$ cat src/rtl/addressing_unit.sv
// Program counter and effective-address generator for the 16-bit datapath.
// Define ADDR_IMM_SIGN_EXT_EN to sign-extend the PC-relative immediate (zero-extended otherwise).
module addressing_unit (
    input  logic [15:0] Rside,
    input  logic [7:0]  Iside,
    output logic [15:0] Address,
    input  logic        clk,
    input  logic        ResetPC,
    input  logic        PCplusI,
    input  logic        PCplus1,
    input  logic        Iplus0,
    input  logic        Rplus0,
    input  logic        PCenable
);

    localparam int unsigned ADDR_W = 16;
    localparam int unsigned IMM_W  = 8;
    localparam int unsigned EXT_W  = ADDR_W - IMM_W;

    logic [ADDR_W-1:0] pc_q;
    logic [ADDR_W-1:0] pc_d;
    logic [ADDR_W-1:0] rel_offset;
    logic [ADDR_W-1:0] imm_zext;
    logic [ADDR_W-1:0] pc_rel;
    logic [ADDR_W-1:0] pc_inc;

    // Branch offset extension is a build-time choice; Iplus0 always zero-extends.
`ifdef ADDR_IMM_SIGN_EXT_EN
    assign rel_offset = {{EXT_W{Iside[IMM_W-1]}}, Iside};
`else
    assign rel_offset = {{EXT_W{1'b0}}, Iside};
`endif

    assign imm_zext = {{EXT_W{1'b0}}, Iside};
    assign pc_rel   = ADDR_W'(pc_q + rel_offset);
    assign pc_inc   = ADDR_W'(pc_q + ADDR_W'(1));

    // Priority mux written as a ternary chain so unknown selects propagate X.
    assign Address = ResetPC ? '0       :
                     PCplusI ? pc_rel   :
                     PCplus1 ? pc_inc   :
                     Iplus0  ? imm_zext :
                     Rplus0  ? Rside    :
                               pc_q;

    always_comb begin
        pc_d = pc_q;
        if (PCenable) begin
            pc_d = Address;
        end
    end

    always_ff @(posedge clk) begin
        if (ResetPC) begin
            pc_q <= '0;
        end else begin
            pc_q <= pc_d;
        end
    end

endmodule

$ cat config.mk
export PLATFORM = sky130hd
export DESIGN_NAME = addressing_unit
export DESIGN_NICKNAME = d
export VERILOG_FILES = /design/src/rtl/addressing_unit.sv
export SDC_FILE = /design/constraint.sdc
export NUM_CORES = 1
export LEC_CHECK = 0
export CAP_MARGIN = 20
export CELL_PAD_IN_SITES_DETAIL_PLACEMENT = 1
export CELL_PAD_IN_SITES_GLOBAL_PLACEMENT = 2
export CORE_MARGIN = 5
export CORE_UTILIZATION = 25
export CTS_CLUSTER_SIZE = 12
export DETAILED_ROUTE_END_ITERATION = 10
export PLACE_DENSITY = 0.82
export SETUP_SLACK_MARGIN = 0.05
export SLEW_MARGIN = 20
export SYNTH_ARGS = -nofsm -noshare
export SYNTH_HDL_FRONTEND = slang
export SYNTH_SLANG_ARGS = --single-unit
export TNS_END_PERCENT = 5
$ cat constraint.sdc
create_clock -name clk -period 4.59 [get_ports clk]
set_input_delay 0.6885 -clock clk [delete_from_list [all_inputs] [get_ports clk]]
set_output_delay 0.6885 -clock clk [all_outputs]
set_load 0.005 [all_outputs]
==> results of run 1 <==
[worst max path at each step]
stage | to | depth (start not counted) | startpoint | slack, ns
after floorplan | Address[10] | 8 | Iside[0] | 1.57
after global placement | Address[11] | 9 | Iside[3] | 0.47
after detailed placement | Address[11] | 9 | Iside[3] | 0.43
after CTS | Address[13] | 9 | Iside[3] | 0.42
after global routing | Address[13] | 9 | Iside[3] | 0.30
final | Address[13] | 9 | Iside[3] | 0.43
[layer usage]
layer | track usage | part of all wire
met5 | 0 | 0
met4 | 0.02422 | 0.0079
met3 | 0.02774 | 0.048
met2 | 0.2463 | 0.47
met1 | 0.1871 | 0.47
[report_power, final]
part / total, W / internal, W / switching [W]
clock network: 0.000118 / 0.0000585 / 0.0000591
logic: 0.000223 / 0.000112 / 0.000110
registers: 0.000170 / 0.000148 / 0.0000220
total: 0.000510 / 0.000319 / 0.000191
[layout make-up]
class                           instances  area [um^2]  share of cell area
Sequential cell                        16        320.3              0.1181
Clock buffer                            3        41.29             0.01523
Multi-Input combinational cell        234         1645              0.6068
Tap cell                              105        131.4             0.04845
Inverter                               10        37.54             0.01384
Timing Repair Buffer                   56        535.5              0.1975
[critical path: cells and delay by family]
kind            cells  cell delay [ns]
fa+ha+maj           1             0.37
buf+inv             2             0.92
simple gates        1             0.09
compound gates      5             1.40
[cell usage in the layout (no fill, tap or decap), types with 3 or more instances in the layout]
cell type         n
a21oi_1          16
nand3_1           8
nor4_1            4
nor2_1           27
clkdlybuf4s50_1  46
a2111oi_2         3
dfxtp_1          16
a21o_1            3
a211oi_1         19
o21ai_0          16
inv_1             9
clkbuf_8          3
a221oi_1          3
and3_1            3
xor2_1            8
buf_4            10
mux2_2            5
nor3_1            9
nand2b_1          3
nand4_1           3
nand2_1          26
xnor2_1          13
ha_1              9
mux2i_1          14
[kinds of logic (layout without fill, tap and decap cells)]
kind of cell	after synthesis	count (layout)	synth area share
xor gates and xnor gates	21	21	0.08562
buffers and inverters	35	69	0.08503
and+or+nand+nor	94	94	0.2172
DFF	16	16	0.1491
muxes	19	19	0.09143
AOI/OAI and AO/OA	90	90	0.3098
adders and majority gates	10	10	0.06174
[stage by stage]
| step | power (W) | cells | setup WS [ns] | utilization | cell area (um^2) |
|---|---|---|---|---|---|
| 2_1_floorplan | 0.0003086 | 285 | 1.569 | - | 2148 |
| 3_3_place_gp | 0.0003922 | 421 | 0.4671 | 0.3217 | 2670 |
| 3_5_place_dp | 0.0003974 | 421 | 0.4338 | 0.3217 | 2670 |
| 4_1_cts | 0.0005164 | 424 | 0.4188 | 0.3267 | 2711 |
| 5_1_grt | 0.0005493 | 424 | 0.2960 | 0.3267 | 2711 |
| 6_report | 0.0005104 | 424 | 0.4311 | 0.3267 | 2711 |
==> metrics, run 1 <==
status=complete, no violations; most area-consuming cells after synthesis=dfxtp_1, a211oi_1, mux2i_1; RD Place Congestion=0.8364; initial antenna violation count=0; DIE WIDTH=102.7 um; # diodes=0; RSZ-0062 raised after global routing=no; Setup violations, final=0; crit-path most repeated cell=clkdlybuf4s50_1; fin crit share=0.9061; post_cts resized=0; CP max stage delay=0.46 ns; PwrDens=188.3 nW/um^2; Skew-Pair Late Insertion Delay=0.26 ns; crit-path max FO=7; layout cells sized above 1=0.1003; post-synth top area cell=dfxtp_1; top cell type's share of synthesized area=0.1491; CTS tree=yes; Synth-to-Final Area Change=26.21%; CTS root buf=clkbuf_8; Tot GR Track Use=0.1428; vias in the first global route=2371; Largest register FFs=16; post-DP HPWL=5640 um; Mapped Cells=285; clock slew at reported path FFs=0.08 ns; hold path endpoint=pc_q[9]; DRT Wirelength=7327 um; cts bufs inserted=3; Die ar.=10550 um^2; Worst Skew=0.006489 ns; worst reg2reg path startpoint=pc_q[3]; critical path required time=3.90 ns; count leader, synth=nor2_1; CP startpoint kind=input pin; fillers=1015; R2R Setup Slk=2.02 ns; Seq cells post-synth=16; I/O pin count=47; clock sinks=16; Top FF cell, synth=dfxtp_1; mapped cell area=2148 um^2; worst r2r dst=pc_q[13]; biggest regs=pc_q: 16 flops; peak supply drop=102.3 uV; Hold Buf Count CTS=0; Mapped Nets=326; DRT Pass-1 Iters=4; WP data arrival=3.47 ns; Worst-Margin Slew=0.4766 ns; asr flop ratio synth=0; FMAX=0.2404 GHz; leakage power=0.9727 nW; Post-CTS Setup Inserts=0; global-route wire length before repair=12030 um; register area share after synthesis=0.1491; Yosys warning total=0; Reg2Reg Depth=7; via count=2250; Residual DRC=0; Initial Utilization=0.2589; Slew HR=0.6813; nets@finish=362; final hold slack=0.5801 ns; EDFF count, synth=0; # rows=33; Detail Route Antenna Nets=0; routed len/inst=17.28 um; grt ovf=0; vias per cell=5.307; WS Path Type=in -> out; Distinct cells, synth=62; Worst Hold Class=reg -> reg; Port Buffers=46; synth cell count leaders=nor2_1, nand2_1, a211oi_1; htree depth=1; Core ar.=8299 um^2; critical path endpoint category=output port; HP Start=pc_q[9]; max-slew violation count=0; pin count of the biggest net entering global routing=35; Die Ht=102.7 um; maxcap violations=0; Hold Crit Depth=2; Longest Clk Path Bufs=2; Iter 0 DRT Violations=102; final hold violation count=0; setup_tns=0 ns; Syn Area/Cell=7.538 um^2; slowest CP cell=clkdlybuf4s50_1; post-layout min period=4.159 ns; cells along the critical path=clkdlybuf4s50_1 -> ha_1 -> a21o_1 -> a221oi_2 -> o21a_2 -> o31ai_4 -> a311oi_1 -> nor3_1 -> clkdlybuf4s50_1; Biggest register=pc_q
Note: power is estimated with default switching activity, not from simulation.
==> run 2, diff against run 1 <==
Settings changed: ABC_AREA set to 1, CORE_MARGIN 5 to 3, HOLD_SLACK_MARGIN set to 0.1, PLACE_DENSITY 0.82 to 0.91.
==> metrics, run 2 <==
status=complete, no violations; most frequent cells in the layout=nand2_1, inv_1, nand3_1; initial antenna violation count=0 (unchanged); Final Cell Area=2831 um^2 (+4.4%); Die Ht=99.64 um (-3.0%); pin count of the biggest net entering global routing=19 (-46%); R2R Setup Slk=2.55 ns (+0.53 ns); most common cell after layout, fill and taps aside=nand2_1; setup_tns=0 ns (unchanged); cells along the critical path=clkdlybuf4s50_1 -> ha_1 -> fa_1 -> nand2_1 -> nand3_1 -> nand2_1 -> inv_1 -> nand2_1 -> nand2_1 -> xor2_1 -> nand2_1 -> a21oi_1 -> clkdlybuf4s50_1; Synth-to-Final Area Change=29.17%; leakage power=1.355 nW (+39%); Distinct cells, synth=28 (-55%); capture point of the worst path=Address[8]; post_cts resized=0 (unchanged); Detail Route Antenna Nets=0 (unchanged); nets@finish=495 (+37%); DIE WIDTH=99.64 um (-3.0%); Hold Buf Count CTS=0 (unchanged); clock slew at reported path FFs=0.08 ns (about the same); Multi-input gate area=1548 um^2 (-5.9%); Post-CTS Setup Inserts=0 (unchanged); FF/Latch Area=320.3 um^2 (unchanged); RD Place Congestion=0.8853 (+5.8%); Biggest register=pc_q; Slew HR=0.5758 (-0.1055); crit-path most repeated cell=nand2_1; Tot GR Track Use=0.1814 (+0.03860); Worst Hold Class=reg -> reg; Core ar.=8382 um^2 (+1.0%); Port Buffers=46 (unchanged); grt ovf=0 (unchanged); # rows=33 (unchanged); worst setup path start=Iside[0]; Longest Clk Path Bufs=2 (unchanged); worst reg2reg path startpoint=pc_q[2]; biggest regs=pc_q: 16 flops; # diodes=0 (unchanged); Yosys warning total=0 (unchanged); Worst-Margin Slew=0.6324 ns (+0.1559 ns); routed len/inst=15.35 um (-11%); Iter 0 DRT Violations=103 (+0.98%); most area-consuming cells after synthesis=nand2_1, dfxtp_1, nand3_1; Mapped Nets=450 (+38%); post-synth top area cell=nand2_1; post-DP HPWL=6797 um (+21%); Residual DRC=0 (unchanged); worst r2r dst=pc_q[7]; global-route wire length before repair=14360 um (+19%); slowest CP cell=clkdlybuf4s50_1; fillers=1159 (+14%); critical path required time=3.90 ns (about the same); FMAX=0.2622 GHz (+9.0%); WS Path Type=in -> out; Seq cells post-synth=16 (unchanged); crit-path max FO=3 (-4); RSZ-0062 raised after global routing=no; vias in the first global route=2867 (+21%); CTS root buf=clkbuf_8; Top FF cell, synth=dfxtp_1; final hold violation count=0 (unchanged); CP max stage delay=0.51 ns (+0.05 ns); cts bufs inserted=3 (unchanged); maxcap violations=0 (unchanged); Initial Utilization=0.2615 (+0.002674); DRT Wirelength=8568 um (+17%); vias per cell=5.014 (-5.5%); WP data arrival=3.13 ns (-0.34 ns); Setup violations, final=0 (unchanged); area post-placement=2776 um^2 (+4.0%); PwrDens=186.7 nW/um^2 (-0.81%); Worst Skew=0.001964 ns (-0.004525 ns); CTS tree=yes; I/O pin count=47 (unchanged); met2 usage=0.3042 (+0.05796); peak supply drop=109.2 uV (+6.8%); Mapped Cells=409 (+44%); post-layout min period=3.814 ns (-0.3446 ns); asr flop ratio synth=0 (unchanged); routing usage on met1=0.2480 (+0.06093); EDFF count, synth=0 (unchanged); fin crit share=0.8310 (-0.07507); Syn Area/Cell=5.360 um^2 (-29%); top cell type's share of synthesized area=0.1969 (+0.04782); htree depth=1 (unchanged); M3 GR Usage=0.02384 (-0.003897); via count=2798 (+24%); max-slew violation count=0 (unchanged); CP startpoint kind=input pin; HP Start=pc_q[5]; Largest register FFs=16 (unchanged); Die ar.=9928 um^2 (-5.9%); Skew-Pair Late Insertion Delay=0.27 ns (about the same); register area share after synthesis=0.1461 (-0.002979); Top Usage Layer GRT=met2; mapped cell area=2192 um^2 (+2.0%); DRT Pass-1 Iters=4 (unchanged); layout cells sized above 1=0.06402 (-0.03630); Reg2Reg Depth=10 (+3); synth cell count leaders=nand2_1, inv_1, nand3_1; clock sinks=16 (unchanged); count leader, synth=nand2_1; critical path endpoint category=output port
[run 2: changes by cell type after synthesis, sizes merged, moves of 7 or more]
| cell | delta |
|---|---|
| nand3 | +43 |
| nand2 | +94 |
| a211oi | -19 |
| mux2i | -14 |
| a21oi | +16 |
| inv | +56 |
| nor3 | -7 |
| xnor2 | -13 |
| o211ai | +14 |
| o21ai | +19 |
[run 2: worst max-delay path, delay by kind of cell]
family / cells / cell delay [ns]
buffers and inverters: 3 / 1.00
adder cells (fa/ha/maj): 2 / 0.65
AND/OR/NAND/NOR: 6 / 0.51
AO/OA/AOI/OAI: 1 / 0.13
XOR/XNOR: 1 / 0.14
[run 2: cell type report]
type / count / area share
sequential: 16 / 0.1131
inverter: 68 / 0.09059
clock buffer: 4 / 0.01944
timing repair buffer: 54 / 0.1838
tap: 105 / 0.04640
multi-input combinational: 311 / 0.5466
[run 2: cell families (layout without fill, tap and decap cells)]
| logic type | after synthesis | in the layout | synth area share |
|---|---|---|---|
| AO/OA/AOI/OAI | 83 | 83 | 0.2078 |
| XOR/XNOR | 3 | 3 | 0.01199 |
| adder cells (fa/ha/maj) | 10 | 10 | 0.06050 |
| buffers and inverters | 82 | 126 | 0.1478 |
| flip-flops | 16 | 16 | 0.1461 |
| AND/OR/NAND/NOR | 215 | 215 | 0.4258 |
[run 2: worst min-delay path by stage]
| stage | to | slack [ns] | cells after the start |
|---|---|---|---|
| final | pc_q[5] | 0.61 | 2 |
| after global routing | pc_q[5] | 0.64 | 2 |
| after CTS | pc_q[5] | 0.61 | 2 |
| after detailed placement | pc_q[5] | 0.59 | 2 |
| after global placement | pc_q[5] | 0.59 | 2 |
| after floorplan | pc_q[9] | 0.55 | 2 |
[run 2: metrics by stage]
step | util | setup slack, ns | std cells | power [W] | hold slack [ns]
finish | 0.3378 | 0.7757 | 558 | 0.0005287 | 0.6091
global route | 0.3378 | 0.5558 | 558 | 0.0005710 | 0.6383
CTS | 0.3378 | 0.7804 | 558 | 0.0005363 | 0.6082
detailed placement | 0.3312 | 0.8082 | 554 | 0.0003878 | 0.5904
global placement | 0.3312 | 0.8312 | 554 | 0.0003833 | 0.5914
floorplan | - | 1.869 | 409 | 0.0002889 | 0.5478
[run 2: layer usage]
layer	wire length, um	up-vias
met5	0	-
met4	91	0
met3	355	9
met2	3991	54
met1	4129	1316
li1	-	1419
[run 2: where the power goes]
group,switching [W],leakage (nW),internal [W]
combinational,0.000121,1.19,0.0000967
clock,0.0000679,0.0288,0.0000767
sequential,0.0000183,0.132,0.000149
total,0.000207,1.36,0.000322
